File: config.mk
export PLATFORM = sky130hd
export DESIGN_NAME = skin_centroid
export DESIGN_NICKNAME = d
export VERILOG_FILES = /design/src/rtl/skin_centroid.sv
export SDC_FILE = /design/constraint.sdc
export NUM_CORES = 1
export LEC_CHECK = 0
export ABC_CLOCK_PERIOD_IN_PS = 3600
export CAP_MARGIN = 20
export CORE_MARGIN = 4
export CORE_UTILIZATION = 51
export DETAILED_ROUTE_END_ITERATION = 12
export GPL_ROUTABILITY_DRIVEN = 0
export PLACE_DENSITY_LB_ADDON = 0.3
export SYNTH_ARGS = -nofsm -noshare
export SYNTH_HDL_FRONTEND = slang
export SYNTH_SLANG_ARGS = --single-unit
File: constraint.sdc
create_clock -name clk -period 3.6 [get_ports clk]
set_input_delay 0.72 -clock clk [delete_from_list [all_inputs] [get_ports clk]]
set_output_delay 0.72 -clock clk [all_outputs]
set_load 0.1 [all_outputs]
File: src/rtl/skin_centroid.sv
// skin_centroid: accumulates the coordinates of every skin pixel (mask != 0) in a
// frame and, at the vsync falling edge, divides the sums by the pixel count to get
// the centroid. The result feeds the crosshair overlay and holds for a whole frame.
// Optional build macro: CENTROID_SMOOTH_EN (average consecutive found centroids).
module skin_centroid #(
  parameter int IMG_W      = 720,
  parameter int IMG_H      = 576,
  parameter int ACC_W      = 32,
  parameter int CNT_W      = 20,
  parameter int MIN_PIXELS = 16
) (
  input  logic        clk,
  input  logic        rst_n,
  input  logic        de_in,
  input  logic        hsync_in,
  input  logic        vsync_in,
  input  logic [7:0]  mask,
  output logic [11:0] x_out,
  output logic [11:0] y_out,
  output logic        found_out,
  output logic        valid_out,
  output logic        busy_out
);

  localparam int HW   = $clog2(IMG_W);
  localparam int VW   = $clog2(IMG_H);
  localparam int IT_W = $clog2(ACC_W + 1);

  typedef enum logic [1:0] {IDLE, DIV, DONE} state_t;

  logic [HW-1:0]    h_cnt_q;
  logic [VW-1:0]    v_cnt_q;
  logic             vsync_q;
  logic [ACC_W-1:0] sum_x_q, sum_y_q;
  logic [CNT_W-1:0] cnt_q;
  state_t           state_q;
  logic [IT_W-1:0]  iter_q;
  logic [ACC_W-1:0] quo_x_q, quo_y_q;
  logic [ACC_W-1:0] rem_x_q, rem_y_q;
  logic [ACC_W-1:0] dvsr_q;
  logic             ok_q;
  logic [ACC_W:0]   step_x_d, step_y_d;
  logic             frame_end, skin, cnt_ok;
  logic             unused_hsync;

  // One restoring-division step: shift in the next dividend bit and subtract the
  // divisor when it fits. Returns {new remainder, quotient bit}.
  function automatic logic [ACC_W:0] div_step(input logic [ACC_W-1:0] rem,
                                               input logic             dvd_bit,
                                               input logic [ACC_W-1:0] dvsr);
    logic [ACC_W:0] sh;
    sh = {rem, dvd_bit};
    if (sh >= {1'b0, dvsr}) div_step = {ACC_W'(sh - {1'b0, dvsr}), 1'b1};
    else                    div_step = {ACC_W'(sh), 1'b0};
  endfunction

`ifdef CENTROID_SMOOTH_EN
  // Rounded mean of the previous and the new coordinate; 13-bit sum cannot overflow.
  function automatic logic [11:0] smooth(input logic [11:0] prev, input logic [11:0] cur);
    logic [12:0] s;
    s = {1'b0, prev} + {1'b0, cur} + 13'd1;
    smooth = 12'(s >> 1);
  endfunction
`endif

  assign frame_end    = vsync_q & ~vsync_in;
  assign skin         = vsync_in & de_in & (|mask);
  assign cnt_ok       = (cnt_q >= CNT_W'(MIN_PIXELS));
  assign step_x_d     = div_step(rem_x_q, quo_x_q[ACC_W-1], dvsr_q);
  assign step_y_d     = div_step(rem_y_q, quo_y_q[ACC_W-1], dvsr_q);
  assign unused_hsync = hsync_in;

  // Raster position of the next active pixel; held at the origin during vertical blanking.
  always_ff @(posedge clk or negedge rst_n) begin
    if (!rst_n) begin
      h_cnt_q <= '0;
      v_cnt_q <= '0;
    end else if (!vsync_in) begin
      h_cnt_q <= '0;
      v_cnt_q <= '0;
    end else if (de_in) begin
      if (h_cnt_q == HW'(IMG_W - 1)) begin
        h_cnt_q <= '0;
        v_cnt_q <= (v_cnt_q == VW'(IMG_H - 1)) ? '0 : v_cnt_q + 1'b1;
      end else begin
        h_cnt_q <= h_cnt_q + 1'b1;
      end
    end
  end

  // Per-frame coordinate sums and skin count; restart from zero at frame end.
  always_ff @(posedge clk or negedge rst_n) begin
    if (!rst_n) begin
      vsync_q <= 1'b0;
      sum_x_q <= '0;
      sum_y_q <= '0;
      cnt_q   <= '0;
    end else begin
      vsync_q <= vsync_in;
      if (frame_end) begin
        sum_x_q <= '0;
        sum_y_q <= '0;
        cnt_q   <= '0;
      end else if (skin) begin
        sum_x_q <= sum_x_q + ACC_W'(h_cnt_q);
        sum_y_q <= sum_y_q + ACC_W'(v_cnt_q);
        cnt_q   <= cnt_q + 1'b1;
      end
    end
  end

  // Divider datapath: load the frame snapshot, then one quotient bit per clock.
  always_ff @(posedge clk) begin
    if (frame_end) begin
      quo_x_q <= sum_x_q;
      quo_y_q <= sum_y_q;
      rem_x_q <= '0;
      rem_y_q <= '0;
      dvsr_q  <= cnt_ok ? ACC_W'(cnt_q) : ACC_W'(1);
      ok_q    <= cnt_ok;
    end else if (state_q == DIV) begin
      quo_x_q <= {quo_x_q[ACC_W-2:0], step_x_d[0]};
      quo_y_q <= {quo_y_q[ACC_W-2:0], step_y_d[0]};
      rem_x_q <= step_x_d[ACC_W:1];
      rem_y_q <= step_y_d[ACC_W:1];
    end
  end

  // Control FSM: a frame end (re)starts the division; DONE publishes the result.
  always_ff @(posedge clk or negedge rst_n) begin
    if (!rst_n) begin
      state_q   <= IDLE;
      iter_q    <= '0;
      x_out     <= 12'hFFF;
      y_out     <= 12'hFFF;
      found_out <= 1'b0;
      valid_out <= 1'b0;
      busy_out  <= 1'b0;
    end else begin
      valid_out <= 1'b0;
      if (frame_end) begin
        state_q  <= DIV;
        iter_q   <= '0;
        busy_out <= 1'b1;
      end else begin
        case (state_q)
          DIV: begin
            iter_q <= iter_q + 1'b1;
            if (iter_q == IT_W'(ACC_W - 1)) state_q <= DONE;
          end
          DONE: begin
            state_q   <= IDLE;
            busy_out  <= 1'b0;
            valid_out <= 1'b1;
            found_out <= ok_q;
            if (!ok_q) begin
              x_out <= 12'hFFF;
              y_out <= 12'hFFF;
`ifdef CENTROID_SMOOTH_EN
            end else if (found_out) begin
              x_out <= smooth(x_out, quo_x_q[11:0]);
              y_out <= smooth(y_out, quo_y_q[11:0]);
`endif
            end else begin
              x_out <= quo_x_q[11:0];
              y_out <= quo_y_q[11:0];
            end
          end
          default: state_q <= IDLE;
        endcase
      end
    end
  end

endmodule
==> flow_summary.ini, run 1 <==
[synthesis]
synth-edff-count = 85
yosys.area.top_type = dfrtp_1
synth_cells = 1775
synth_flop_cell = dfrtp_1
synth.area.top_cells = dfrtp_1, edfxtp_1, dfxtp_1
async_reset_ff_frac = 0.484
syn_area_per_cell_sq_um = 8.98
synth-seq-cells = 289
synth_nets = 1857
yosysWarnings = 0
syn_area_sq_um = 15900
yosys.cell_types.count = 78
ys_seq_area_frac = 0.462
yosys.area.top_type_share = 0.182

[floorplan]
die_w_microns = 185
dieArea_sq_um = 34100
start_util = 0.519
ioPinCount = 40
rows = 64
core_sq_um = 30700
die_y_microns = 185

[place]
portBuffers = 38
dpl_cell_area_sq_um = 16700
dp_hpwl_mm = 24.4

[final_layout]
area_growth_syn_to_layout_pct = 11.8
antenna_cells = 0
num-fill-cells = 2626
final_common_cell = nand2_1
drive_gt1_frac = 0.0842
stdcell_area_sq_um = 17800
final_nets = 1862
layout_common_cells = nand2_1, nor2_1, o21ai_0, dfrtp_1, a21oi_1

[route]
drc = 0
wl_per_cell_microns = 16.5
drtAntennaViolNets = 0
drtIter0Drc = 958
finalWirelength_mm = 36.3
firstDrtPassIters = 5
vias = 12800
viasPerCell = 5.80

[power_and_ir_drop]
p_leak_nw = 7.46
power_mw = 14.7
powerDensity_nw_per_um2 = 823
ir_worst_vdd_mv = 0.456

[timing]
whs_ns = 0.198
tns_ns = 0
period_share = 0.962
fmax_ghz = 0.289
finalCriticalPeriod_ns = 3.46
maxSlewViolCount = 0
hold_viol_final = 0
rsz0062_at_grt = false
clock_skew_ns = 0.0351
setup_viol = 0
tightest_slew_ns = 1.02
slew_headroom = 0.322

[critical_path]
arrival_ns = 3.87
cp.required_ns = 4.00
cp-start-kind = flip-flop
critical_path_class = reg2reg
endpoint_kind = flip-flop
crit_path_max_fanout = 3

[grt]
grtUsageTotal = 0.216
antenna_found_initial = 0
grt_max_degree = 93
grt_pass1_wl_mm = 61.8
first_global_vias = 12400
grt-ovfl-total = 0

[clock_tree]
root_buffer = clkbuf_16
clkTransAtPathRegs_ns = 0.06
postCtsSetupBuffers = 0
clkSinkCount = 289
clock_latency_ns = 0.52
cts_made_buffers = 34
clk_path_buf_depth = 3
cts_tree = done
cts_max_level = 2

[min_path]
hp-class = in2async

[run]
maxCapViolCount = 0

[outcome]
status = finished, final reports clean
==> where the power goes <==
group / total [mW] / internal (mW) / switching (mW) / leakage (nW)
clock network: 3.45 / 2.09 / 1.36 / 0.561
registers: 5.01 / 4.46 / 0.555 / 3.28
logic: 6.20 / 2.26 / 3.94 / 3.62
total: 14.7 / 8.81 / 5.86 / 7.46
==> cells in the mapped netlist (4+ instances only) <==
cell type,n
clkbuf_1,86
buf_2,6
or3_1,14
a21o_1,22
o31ai_1,9
o21bai_1,6
nor4_1,18
nor3_1,37
edfxtp_1,85
nand3_1,69
xnor2_1,63
fa_1,4
o31a_1,4
a211o_1,5
nand2_1,263
a21oi_1,98
a31oi_1,36
nand2b_1,13
and2_1,22
nand4_1,20
mux2i_1,23
inv_1,72
o21a_1,11
a31o_2,8
a211oi_1,15
dfrtp_1,116
nor2b_1,17
a2111oi_0,12
o211ai_1,11
nor2_1,160
and4_1,7
a32oi_1,7
xor2_1,42
dfxtp_1,64
ha_1,65
and3_1,21
dfstp_2,24
o21ai_0,155
nor4b_1,4
o2111ai_1,4
==> metal layers <==
metal / up-vias / track usage / share of wire
met4: 0 / 0.0558 / 0.022
met1: 6100 / 0.310 / 0.47
met2: 285 / 0.346 / 0.46
met5: - / 0 / 0
met3: 60 / 0.0322 / 0.045
li1: 6325 / - / -
==> stage by stage <==
stage / utilization / setup WS (ns) / cells
after floorplan: - / 0.460 / 1775
after global placement: 0.544 / 0.221 / 2140
after detailed placement: 0.544 / 0.161 / 2140
after CTS: 0.581 / 0.145 / 2201
after global routing: 0.581 / 0.0664 / 2201
final: 0.581 / 0.136 / 2201
==> sequential cells by signal, indices dropped and copies added, names as in the netlist, 12 cells and up <==
register	count
cnt_q	20
quo_y_q	32
rem_y_q	32
rem_x_q	32
sum_y_q	32
y_out	12
sum_x_q	32
quo_x_q	32
dvsr_q	20
x_out	12
==> worst max-delay path, cell delays in order (launching register included) <==
cell,delay [ns]
edfxtp_1,0.47
inv_1,0.15
ha_1,0.25
nor2b_1,0.18
o31a_1,0.26
o41ai_1,0.51
a31o_2,0.30
o21ai_0,0.19
a2111oi_1,0.59
buf_4,0.20
mux2i_1,0.17
nor2_1,0.06
==> area by class of cell <==
| type | count | area (sq um) | area share |
|---|---|---|---|
| tap | 396 | 495 | 0.0278 |
| timing repair buffer | 65 | 589 | 0.0331 |
| clock buffer | 51 | 1010 | 0.0565 |
| clock inverter | 10 | 130 | 0.00731 |
| multi-input combinational | 1317 | 7950 | 0.446 |
| inverter | 73 | 279 | 0.0157 |
| sequential | 289 | 7370 | 0.414 |
==> path summary, 6_finish.rpt <==
path	startpoint	endpoint	slack, ns	cells after the start
worst max-delay path	dvsr_q[1]	rem_x_q[31]	0.14	11
worst min-delay path	rst_n	sum_x_q[7]	0.20	1
worst max register to register	dvsr_q[1]	rem_x_q[31]	0.14	11
worst min register to register	rem_y_q[31]	rem_y_q[31]	0.46	2
max in group asynchronous	rst_n	y_out[3]	2.55	2
min in group clk	rem_y_q[31]	rem_y_q[31]	0.46	2
==> what timing repair did <==
| action | CTS | global route |
|---|---|---|
| hold buffers | 0 | 0 |
| resized for setup | 0 | 1 |
| setup endpoints to repair | 0 | 1 |
==> logic make-up (layout without fill, tap and decap cells) <==
logic type | count (synthesis) | in the layout | share of synthesized area
AND/OR/NAND/NOR | 683 | 683 | 0.197
buffers and inverters | 169 | 199 | 0.0405
multiplexers | 25 | 25 | 0.0159
AO/OA/AOI/OAI | 435 | 435 | 0.170
XOR/XNOR | 105 | 105 | 0.0577
flip-flops | 289 | 289 | 0.462
adder cells (fa/ha/maj) | 69 | 69 | 0.0561
Note: power is estimated with default switching activity, not from simulation.
==> run 2: changes to the inputs <==
--- a/config.mk
+++ b/config.mk
@@ -10,6 +10,7 @@
 export CORE_MARGIN = 4
 export CORE_UTILIZATION = 51
 export DETAILED_ROUTE_END_ITERATION = 12
+export DONT_BUFFER_PORTS = 1
 export GPL_ROUTABILITY_DRIVEN = 0
 export PLACE_DENSITY_LB_ADDON = 0.3
 export SYNTH_ARGS = -nofsm -noshare
==> flow_summary.ini, run 2 (same netlist as run 1, synthesis figures left out) <==
[outcome]
status = finished, final reports clean

[clock_tree]
cts_tree = done
cts_made_buffers = 31
clkTransAtPathRegs_ns = 0.06
clk_path_buf_depth = 3
root_buffer = clkbuf_16
cts_max_level = 1
postCtsSetupBuffers = 0
clkSinkCount = 289
clock_latency_ns = 0.57

[route]
firstDrtPassIters = 5
viasPerCell = 5.86
drtAntennaViolNets = 0
drc = 0
finalWirelength_mm = 36.1
wl_per_cell_microns = 16.7
drtIter0Drc = 1142
vias = 12700

[place]
dpl_cell_area_sq_um = 16300
dp_hpwl_mm = 24.3
portBuffers = 0
dp_worst_setup_slack_ns = 0.307

[critical_path]
critical_path_class = reg2reg
cp.required_ns = 4.03
crit_path_max_fanout = 25
arrival_ns = 3.71
cp-start-kind = flip-flop
endpoint_kind = flip-flop

[timing]
tns_ns = 0
tightest_slew_ns = 0.983
finalCriticalPeriod_ns = 3.28
clock_skew_ns = 0.0269
slew_headroom = 0.345
rsz0062_at_grt = false
hold_viol_final = 0
fmax_ghz = 0.305
setup_viol = 0
period_share = 0.911
layout_setup_ws_ns = 0.321
maxSlewViolCount = 0

[power_and_ir_drop]
pwr-share-seq = 0.399
p_switching_mw = 5.81
pwr-share-comb = 0.375
p_leak_nw = 7.25
power_mw = 14.3
ir_worst_vdd_mv = 0.384
swShare = 0.405
pwr-share-clk = 0.227
internal_power_mw = 8.53
powerDensity_nw_per_um2 = 825

[grt]
first_global_vias = 12100
grt_pass1_wl_mm = 60.4
grt-ovfl-total = 0
grtUsageTotal = 0.210
grt_max_degree = 119
antenna_found_initial = 0

[floorplan]
rows = 64
die_y_microns = 185
die_w_microns = 185
start_util = 0.519
dieArea_sq_um = 34100
core_sq_um = 30700
ioPinCount = 40

[final_layout]
antenna_cells = 0
drive_gt1_frac = 0.0714
area_growth_syn_to_layout_pct = 9.15
stdcell_area_sq_um = 17400
final_common_cell = nand2_1
final_core_util = 0.567
layout_common_cells = nand2_1, nor2_1, o21ai_0, dfrtp_1, a21oi_1
final_nets = 1823

[run]
maxCapViolCount = 0

[min_path]
hp-class = in2async
## run 2: changes by cell type in the layout (fill, tap and decap cells not counted), moves of 2 or more
cell,previous run,this run
buf_16,0,2
buf_4,45,26
clkinv_1,0,3
buf_12,5,0
clkbuf_8,7,4
bufinv_16,2,4
clkinvlp_4,0,3
clkbuf_16,35,31
clkdlybuf4s50_1,14,0
clkbuf_1,9,5
## run 2: timing repair
action,in CTS,in global routing
endpoints found under the hold margin,118,0
resized for setup,0,1
hold buffers,2,0
endpoints found under the setup margin,0,1
## run 2: area by class of cell
class	count	area, sq um
sequential	289	7370
tap	396	495
inverter	73	279
clock buffer	40	850
fill	2654	13300
clock inverter	17	193
multi-input combinational	1317	7950
timing repair buffer	29	260
## run 2: final timing paths
kind	endpoint	slack, ns	from	cells past startpoint
worst max-delay path	rem_x_q[11]	0.32	dvsr_q[18]	11
worst min-delay path	sum_x_q[5]	0.11	rst_n	1
worst max register to register	rem_x_q[11]	0.32	dvsr_q[18]	11
worst min register to register	rem_y_q[31]	0.47	rem_y_q[31]	2
max in group asynchronous	x_out[3]	2.61	rst_n	2
min in group clk	vsync_q	0.20	vsync_in	0
## run 2: worst max-delay path, cell delays in order (launching register included)
cell and delay [ns]:
edfxtp_1 0.37, inv_1 0.16, ha_1 0.36, a21o_1 0.22, a211o_1 0.29, or3_1 0.37, nand2b_1 0.19, and3b_1 0.44
buf_4 0.37, nor2_1 0.10, a21oi_1 0.18, o21ai_0 0.10
## run 2: routing by layer
| metal | global-route usage | wire [microns] | part of all wire |
|---|---|---|---|
| met5 | 0 | 0 | 0 |
| met4 | 0.0452 | 737 | 0.020 |
| met3 | 0.0247 | 1650 | 0.046 |
| met2 | 0.342 | 16700 | 0.46 |
| met1 | 0.304 | 17000 | 0.47 |
## run 2: power by group through the flow
stage / clock (mW) / combinational, mW / sequential (mW)
2_1_floorplan: 0 / 4.12 / 5.58
3_3_place_gp: 0 / 5.11 / 5.74
3_5_place_dp: 0 / 5.25 / 5.76
4_1_cts: 3.32 / 5.33 / 5.71
5_1_grt: 3.47 / 6.06 / 5.81
6_report: 3.25 / 5.38 / 5.72
## run 2: per-stage QoR
step / hold WS [ns] / cells
global placement: 0.430 / 2101
floorplan: 0.424 / 1775
finish: 0.114 / 2161
CTS: 0.154 / 2160
global route: 0.141 / 2161
detailed placement: 0.429 / 2101
